--- src/rtl/vinput_frame_collector_pkg.sv ---
// Shared constants, width helper and frame vector type for the vinput frame collector.
package vinput_pkg;

  localparam int N_DEFAULT         = 14;
  localparam int DATAWIDTH_DEFAULT = 32;

  // Index fields must hold the value N itself, hence the extra bit.
  function automatic int clog2_plus1(input int n);
    return $clog2(n) + 1;
  endfunction

  typedef logic [N_DEFAULT-1:0][DATAWIDTH_DEFAULT-1:0] frame_t;

endpackage

--- src/rtl/vinput_frame_collector_stat_acc.sv ---
// Running signed sum and running argmax over the samples of the frame being filled.
module frame_stat_acc
  import vinput_pkg::*;
#(
  parameter int DATAWIDTH = DATAWIDTH_DEFAULT,
  parameter int SUM_WIDTH = DATAWIDTH_DEFAULT + $clog2(N_DEFAULT) + 1,
  parameter int IDX_WIDTH = clog2_plus1(N_DEFAULT)
) (
  input  logic                 clk,
  input  logic                 rst,
  input  logic                 start_i,
  input  logic                 accept_i,
  input  logic                 restart_i,
  input  logic [IDX_WIDTH-1:0] idx_i,
  input  logic [DATAWIDTH-1:0] sample_i,
  output logic [SUM_WIDTH-1:0] sum_o,
  output logic [IDX_WIDTH-1:0] max_idx_o
);

  logic [SUM_WIDTH-1:0] sum_q, sum_d;
  logic [DATAWIDTH-1:0] max_q, max_d;
  logic [IDX_WIDTH-1:0] max_idx_q, max_idx_d;
  logic [SUM_WIDTH-1:0] sample_ext;

  assign sample_ext = {{(SUM_WIDTH-DATAWIDTH){sample_i[DATAWIDTH-1]}}, sample_i};

  // start_i makes this sample the first of a frame regardless of the held state;
  // a strict greater-than keeps the lowest index on ties.
  always_comb begin
    sum_d     = sum_q;
    max_d     = max_q;
    max_idx_d = max_idx_q;
    if (accept_i) begin
      sum_d = (start_i ? '0 : sum_q) + sample_ext;
      if (start_i || ($signed(sample_i) > $signed(max_q))) begin
        max_d     = sample_i;
        max_idx_d = idx_i;
      end
    end
  end

  // The outputs include the current sample so the top can capture a completed frame.
  assign sum_o     = sum_d;
  assign max_idx_o = max_idx_d;

  always_ff @(posedge clk) begin
    if (rst || restart_i) begin
      sum_q     <= '0;
      max_q     <= '0;
      max_idx_q <= '0;
    end else begin
      sum_q     <= sum_d;
      max_q     <= max_d;
      max_idx_q <= max_idx_d;
    end
  end

endmodule

--- src/rtl/vinput_frame_collector.sv ---
// Collects N vinput samples per frame into ping-pong banks and hands frames downstream.
module vinput_frame_collector
  import vinput_pkg::*;
#(
  parameter int N         = N_DEFAULT,
  parameter int DATAWIDTH = DATAWIDTH_DEFAULT,
  parameter int SUM_WIDTH = DATAWIDTH + $clog2(N) + 1,
  parameter int IDX_WIDTH = clog2_plus1(N)
) (
  input  logic                   clk,
  input  logic                   rst,
  input  logic [DATAWIDTH-1:0]   vinput,
  input  logic                   vinput_tvalid,
  input  logic                   frame_restart,
  input  logic                   clear_err,
  output logic [N*DATAWIDTH-1:0] frame_out,
  output logic [SUM_WIDTH-1:0]   sum_out,
  output logic [IDX_WIDTH-1:0]   max_idx,
  output logic                   out_valid,
  input  logic                   out_ready,
  output logic [IDX_WIDTH-1:0]   fill_level,
  output logic                   overflow
);

  logic [DATAWIDTH-1:0] bank_q [2][N];
  logic [SUM_WIDTH-1:0] bank_sum_q [2];
  logic [IDX_WIDTH-1:0] bank_idx_q [2];
  logic [1:0]           full_q;
  logic                 wb_q, rb_q;
  logic [IDX_WIDTH-1:0] cnt_q, cnt_d;
  logic                 overflow_q;

  logic                 release_w, accept_w, drop_w, complete_w;
  logic                 acc_start, acc_restart;
  logic [IDX_WIDTH-1:0] wr_idx;
  logic [SUM_WIDTH-1:0] acc_sum;
  logic [IDX_WIDTH-1:0] acc_idx;

  // Downstream handshake: out_valid stays high with frame_out/sum_out/max_idx frozen
  // until out_ready is seen high on a clock edge; that edge frees the read bank.
  assign release_w = full_q[rb_q] && out_ready;

  // Upstream cannot stall, so a sample is dropped only when its bank is still
  // occupied and not being freed in this same cycle.
  assign accept_w   = vinput_tvalid && (!full_q[wb_q] || (release_w && (rb_q == wb_q)));
  assign drop_w     = vinput_tvalid && !accept_w;
  assign complete_w = accept_w && !frame_restart && (cnt_q == IDX_WIDTH'(N-1));

  assign acc_start   = frame_restart || (cnt_q == '0);
  assign wr_idx      = frame_restart ? '0 : cnt_q;
  assign acc_restart = complete_w || (frame_restart && !accept_w);

  always_comb begin
    cnt_d = cnt_q;
    if (frame_restart) begin
      cnt_d = accept_w ? IDX_WIDTH'(1) : '0;
    end else if (accept_w) begin
      cnt_d = complete_w ? '0 : cnt_q + IDX_WIDTH'(1);
    end
  end

  frame_stat_acc #(
    .DATAWIDTH (DATAWIDTH),
    .SUM_WIDTH (SUM_WIDTH),
    .IDX_WIDTH (IDX_WIDTH)
  ) u_stat_acc (
    .clk       (clk),
    .rst       (rst),
    .start_i   (acc_start),
    .accept_i  (accept_w),
    .restart_i (acc_restart),
    .idx_i     (wr_idx),
    .sample_i  (vinput),
    .sum_o     (acc_sum),
    .max_idx_o (acc_idx)
  );

  always_ff @(posedge clk) begin
    if (rst) begin
      for (int b = 0; b < 2; b++) begin
        for (int k = 0; k < N; k++) begin
          bank_q[b][k] <= '0;
        end
        bank_sum_q[b] <= '0;
        bank_idx_q[b] <= '0;
      end
      full_q     <= '0;
      wb_q       <= 1'b0;
      rb_q       <= 1'b0;
      cnt_q      <= '0;
      overflow_q <= 1'b0;
    end else begin
      if (accept_w) begin
        for (int k = 0; k < N; k++) begin
          if (wr_idx == IDX_WIDTH'(k)) begin
            bank_q[wb_q][k] <= vinput;
          end
        end
      end
      cnt_q <= cnt_d;
      if (release_w) begin
        full_q[rb_q] <= 1'b0;
        rb_q         <= ~rb_q;
      end
      // Completion is applied after release so a freed-and-refilled bank ends up full.
      if (complete_w) begin
        full_q[wb_q]     <= 1'b1;
        wb_q             <= ~wb_q;
        bank_sum_q[wb_q] <= acc_sum;
        bank_idx_q[wb_q] <= acc_idx;
      end
      if (drop_w) begin
        overflow_q <= 1'b1;
      end else if (clear_err) begin
        overflow_q <= 1'b0;
      end
    end
  end

  for (genvar k = 0; k < N; k++) begin : g_frame_out
    assign frame_out[k*DATAWIDTH +: DATAWIDTH] = bank_q[rb_q][k];
  end

  assign out_valid  = full_q[rb_q];
  assign sum_out    = bank_sum_q[rb_q];
  assign max_idx    = bank_idx_q[rb_q];
  assign fill_level = cnt_q;
  assign overflow   = overflow_q;

endmodule

--- config.mk ---
export PLATFORM = sky130hd
export DESIGN_NAME = vinput_frame_collector
export DESIGN_NICKNAME = d
export VERILOG_FILES = /design/src/rtl/vinput_frame_collector_pkg.sv /design/src/rtl/vinput_frame_collector_stat_acc.sv /design/src/rtl/vinput_frame_collector.sv
export SDC_FILE = /design/constraint.sdc
export NUM_CORES = 1
export LEC_CHECK = 0
export CORE_MARGIN = 4
export CORE_UTILIZATION = 56
export DETAILED_ROUTE_END_ITERATION = 8
export PLACE_DENSITY = 0.77
export RECOVER_POWER = 100
export SYNTH_ARGS = -nofsm -noshare
export SYNTH_HDL_FRONTEND = slang
export SYNTH_SLANG_ARGS = --single-unit
--- constraint.sdc ---
create_clock -name clk -period 5.5 [get_ports clk]
set_input_delay 1.1 -clock clk [delete_from_list [all_inputs] [get_ports clk]]
set_output_delay 1.1 -clock clk [all_outputs]
set_load 0.01 [all_outputs]
; Word level (Yosys, flattened, before mapping)
; Memories as Yosys holds them, arrays and structs flattened. A register that Yosys moved wholly into a read port is not among the register bits.
; Cells that the tools add are included.
[word_totals]
in_bits = 38
elab_cells = 161
output_inout_bits = 497
n_memories = 3
reg_bits = 84
ram_bits = 980
[classes]
n_bitwise = 5
n_mux = 98
reduce_logical = 25
n_eq_ne = 15
addsub = 2
n_lt_le_gt_ge = 5
[mem_list]
columns = memory, words, width, read_ports, rd_clocked_by_memory_dff, wr, line
row1 = bank_q, 2, 448, 1, 1, 2, vinput_frame_collector.sv:25  ; logic [DATAWIDTH-1:0] bank_q [2][N];
row2 = bank_sum_q, 2, 37, 1, 1, 2, vinput_frame_collector.sv:26  ; logic [SUM_WIDTH-1:0] bank_sum_q [2];
row3 = bank_idx_q, 2, 5, 1, 1, 2, vinput_frame_collector.sv:27  ; logic [IDX_WIDTH-1:0] bank_idx_q [2];
[op_table]
columns = op, n
row1 = two-way mux 448 bit, 1
row2 = OR reduction 448 bit, 1
row3 = two-way mux 37 bit, 3
row4 = two-way mux 1 bit, 81
row5 = adder 37 bit, 1
row6 = OR reduction 37 bit, 1
row7 = "equality test 5 x 4 -> 1 bit, second input constant", 7
row8 = two-way mux 5 bit, 7
row9 = > comparator 32 bit, 1
row10 = "equality test 5 x 3 -> 1 bit, second input constant", 4
row11 = two-way mux 14 bit, 1
row12 = "equality test 5 x 2 -> 1 bit, second input constant", 2
row13 = logical NOT 5 bit, 2
row14 = logical AND 1 bit, 9
row15 = two-way mux 2 bit, 3
row16 = "adder 5 x 1 -> 5 bit, second input constant", 1
row17 = "equality test 5 x 1 -> 1 bit, second input constant", 1
row18 = logical OR 1 bit, 5
row19 = OR reduction 5 bit, 1
row20 = "< comparator 1 x 2 -> 1 bit, second input constant", 2
row21 = nonzero test 2 bit, 2
row22 = logical NOT 1 bit, 3
row23 = AND 2 bit, 1
row24 = demux 1 bit (select 1 bit), 2
row25 = 6 further kinds, 8

; Longest topological paths before layout
[logic_depth]
depth_word = 13
ltp_mapped = 17
depth_no_buf = 15

; Hierarchy
; A second synthesis with hierarchy kept.
[hier_totals]
hier_cells = 3363
hier_area_um2 = 46916.2
[modules_own_cells]
columns = mod, instances, seq_area_each_um2, cells_per_inst, area_each_um2
row1 = vinput_frame_collector, 1, 29648.4, 2534, 40466.3
row2 = frame_stat_acc, 1, 1481.4, 829, 6449.9

; Worst setup path after synthesis
; OpenSTA, ideal clock, no wires.
[synth_path]
path_type = input to register
from = in frame_restart
to = mem bank_sum_q[0][36] (netlist bit) (data pin)
t_required_ns = 5.234
setup_time_ns = 0.266
path_buffers = 4
arrival_time_ns = 4.222
path_slack_ns = 1.012
cell_stages = 16
path_cell_list = clkbuf_1 > a31oi_1 > clkbuf_1 > clkbuf_1 > and2_1 > ha_1 > buf_2 > nand4_1 > or3_1 > or4_1 > o32ai_1 > o31ai_1 > o21ai_1 > xor2_1 > mux2i_1 > nor2_1
[synth_lines]
columns = element, line
row1 = start: declaration, vinput_frame_collector.sv:14  ; input logic frame_restart,
row2 = end: declaration, vinput_frame_collector.sv:26

==> key figures <==
Status
  – Status: finished with violations
  – Failing checks: max-capacitance violations, max-slew violations

Drt
  – Total wire length after detailed routing: around 130 mm
  – Initial drt markers: about 3,500
  – Antenna violation net count after detailed routing: 0
  – Routed wirelength normalized by instance count: about 28 um
  – Total number of vias: approximately 29,000
  – Post-DR vias/cell: ~6
  – Pre-antenna DRT Iters: 8
  – DRC violation count after routing: 0

Clock tree
  – Number of buffers added to fix hold violations after cts: 0
  – Root buffer selected by CTS: clkbuf_16
  – Clock transition at the register clock pins on the worst setup and hold paths after CTS: roughly 60 ps
  – Total number of clock tree sinks: 1,065
  – Clock tree from TritonCTS: done
  – H-Tree Level Count: 3
  – Postcts setup bufs: 0
  – TritonCTS Buffers: 105
  – Worst skew pair latency: about 670 ps
  – Number of gates resized after cts: 0
  – CTS Buffer Depth: 3

Floorplan
  – Number of placement rows: 104
  – Core ar.: 80,700 sq um
  – Number of I/O pins: between 500 and 600
  – Area of the die: about 86,000 sq um
  – Starting Density: between 50 and 60%
  – Chip Height: ~300 um
  – Horiz. Die Dim: a little under 300 um

Synthesis
  – Async SR Flop Fraction: 0%
  – Simple-gate share of the synthesized area: about 11%
  – Number of warning messages in the yosys log: 0
  – Average footprint of a synthesized cell: 14.8 sq um
  – Synth Area in Compound Gates: under 10%
  – XOR/XNOR share of the synthesized area: less than 1%
  – Synth Area in Adders: 1.99%
  – Synthesized instance count: between 3,000 and 4,000
  – Top area cells in the synthesized netlist: edfxtp_1 64%, mux2_2 12%, and2_1 5.7%, dfxtp_1 3.7%, ha_1 1.9%
  – Multiplexer share of the synthesized area: between 10% and 20%
  – Seq cells post-synth: between 1,000 and 1,500
  – Number of flops mapped to enable cells by yosys: between 900 and 1,000
  – Netlist area before placement: about 46,000 sq um
  – Syn nets: between 3,000 and 4,000
  – Dominant combinational cell family by area after synthesis: multiplexers
  – Dominant synthesized flop cell: edfxtp_1
  – Largest area contributor in the netlist: edfxtp_1
  – Top cell type's share of synthesized area: between 60 and 70%
  – Cell variety after synth: 57
  – Sequential cell area fraction in the yosys report: roughly two thirds

STA
  – Achievable frequency: 201 MHz
  – Total setup violations reported at the end of the flow: 0
  – Final sum of negative setup slack: 0 ps
  – Worst-case clock skew: roughly 32 ps
  – Count of final max-slew check failures: approximately 600
  – RSZ-0062 raised after global routing: false
  – Final Hold Fails: 0
  – Slew HR: -30.7%
  – Slew of the pin with the lowest slew margin: between 1500 and 2000 ps
  – Post-layout minimum cycle time: roughly 5000 ps
  – Period utilization: between 90% and 100%

Worst setup path
  – Data required time of the critical path: 4400 ps
  – Largest fanout on the critical path: 61
  – Critical path start-end classification: reg2out
  – Capturing element type of the critical path: output pin
  – Worst-path cell with the longest stage delay: clkbuf_2
  – Ordered list of cells on the worst path: clkbuf_2 > mux2_2 > dlygate4sd3_1
  – Nature of the critical path startpoint: flip-flop
  – Delay of the slowest cell on the worst path: about 1400 ps
  – CP delay by family, top: buffers and inverters
  – WP data arrival: 3880 ps
  – Buf/Inv on CP: 2

Global routing
  – Global routing usage on met3: under 10%
  – Largest net degree at the start of global routing: 80
  – Peak-usage layer in the global routing report: met2
  – Met1 track demand over resource: 40.6%
  – Overflow left after global routing: 0
  – Number of antenna violations at the first check in global routing: 4
  – First-pass GRT wire length: around 190 mm
  – GRT met2 Usage: between 50% and 60%
  – Vias in the first global route: ~29,000
  – Total track usage: approximately 30%

Finish
  – Layout cell share with drive strength beyond 1: between 10% and 20%
  – Total Nets Final: 3,731
  – Register area: 31,100 sq um
  – Area growth from synthesis to final layout: 21.8%
  – Fillers: around 5,400
  – Area of the multi-input gates: between 10,000 and 15,000 sq um

Power
  – Post-layout power: ~18 mW
  – Maximum vdd ir drop: 300 uV
  – Static leakage: about 21 nW
  – Power density normalized to cell area: approximately 320 nW/um^2

Placed design
  – Placed wire-length estimate: 89.9 mm
  – Last weighted congestion value of the routability-driven placer: roughly 0.9
  – Count of port buffers added during placement: between 500 and 600

Hold path
  – Hold Path Class: reg2reg

Run
  – Max capacitance violation total: 18
## cells in the mapped netlist (10+ instances only)
cell type / instances
o21ai_0: 22
edfxtp_1: 980
dfxtp_1: 85
o21a_1: 10
or2_2: 15
and3_1: 136
xor2_1: 18
a21oi_1: 81
nor3_1: 18
ha_1: 71
nand2b_1: 13
nand3_1: 13
clkbuf_1: 188
nor2_1: 199
and2_1: 417
a21o_1: 37
inv_1: 48
nor2b_1: 11
buf_2: 13
nand4_1: 18
mux2i_1: 45
mux2_2: 493
xnor2_1: 17
nand2_1: 59
## state kept, by name, summed over array words and instances (netlist names), named ones only
| register | cells |
|---|---|
| overflow | 1 |
| bank_idx_q | 10 |
| full_q | 2 |
| fill_level | 5 |
| u_stat_acc.sum_q | 37 |
| rb_q | 1 |
| u_stat_acc.max_idx_q | 5 |
| bank_q | 896 |
| u_stat_acc.max_q | 32 |
| wb_q | 1 |
| bank_sum_q | 74 |
## placed cells by master (no fill, tap or decap), types with 13 or more instances in the layout
master	count
mux2_1	264
xor2_1	18
clkbuf_16	105
clkbuf_1	43
dfxtp_1	84
nand4_1	18
and2_1	205
xnor2_1	17
o21ai_0	27
nand2_1	59
buf_4	49
nor2_1	195
mux2_2	229
clkinv_1	23
dlygate4sd3_1	167
nor3_1	19
edfxtp_1	980
mux2i_1	45
ha_1	71
clkbuf_2	21
nand3_1	13
a21o_1	35
clkdlybuf4s50_1	366
and2_0	212
a21oi_1	73
and3_1	136
inv_1	48
clkinv_2	28
## final cells by class
| type | count | area share [%] |
|---|---|---|
| sequential | 1065 | 55.9 |
| multi-input combinational | 1768 | 24.6 |
| timing repair buffer | 632 | 10.7 |
| clock buffer | 129 | 4.92 |
| tap | 1060 | 2.38 |
| clock inverter | 68 | 1.15 |
| inverter | 49 | 0.330 |
| antenna | 1 | 0.00450 |
## routing by layer
metal | up-vias | wire, um
met5 | - | 0
met4 | 0 | 4860
met3 | 247 | 12800
met2 | 1519 | 65300
met1 | 14500 | 50500
li1 | 12300 | -
## where the power goes
part	total [mW]	switching [mW]	internal [mW]
combinational	1.29	0.832	0.457
clock	7.05	3.07	3.98
sequential	9.32	0.0959	9.23
## tightest hold or removal path: stages, from the launching register on
cell     delay [ps]
dfxtp_1         310
nand3_1          60
nand2_1          50
## metrics by stage
stage	setup WS, ps	util (%)	hold WS (ps)	cell area (sq um)	std cells
2_1_floorplan	1010	-	429	45700	3088
3_3_place_gp	298	65.2	437	52600	4574
3_5_place_dp	310	65.2	446	52600	4574
4_1_cts	980	69.4	455	56000	4771
5_1_grt	315	69.0	491	55700	4772
6_report	524	69.0	457	55700	4772
## path summary, 6_finish.rpt
path / startpoint / to / slack [ps] / cells after the start
hold / removal: u_stat_acc.sum_q[23] / u_stat_acc.sum_q[23] / 460 / 2
setup / recovery: flip-flop / frame_out[21] / 520 / 3
hold reg to reg: u_stat_acc.sum_q[23] / u_stat_acc.sum_q[23] / 460 / 2
setup reg to reg: fill_level[1] / bank_sum_q[1][33] / 620 / 15
## cell families (layout without fill, tap and decap cells)
group,after synthesis,count (layout)
DFF,1065,1065
and+or+nand+nor,916,916
muxes,538,538
buffers and inverters,255,878
AOI/OAI and AO/OA,207,207
adders and majority gates,72,72
xor gates and xnor gates,35,35
other,0,1
No activity file was read; power rests on OpenSTA's default activity.
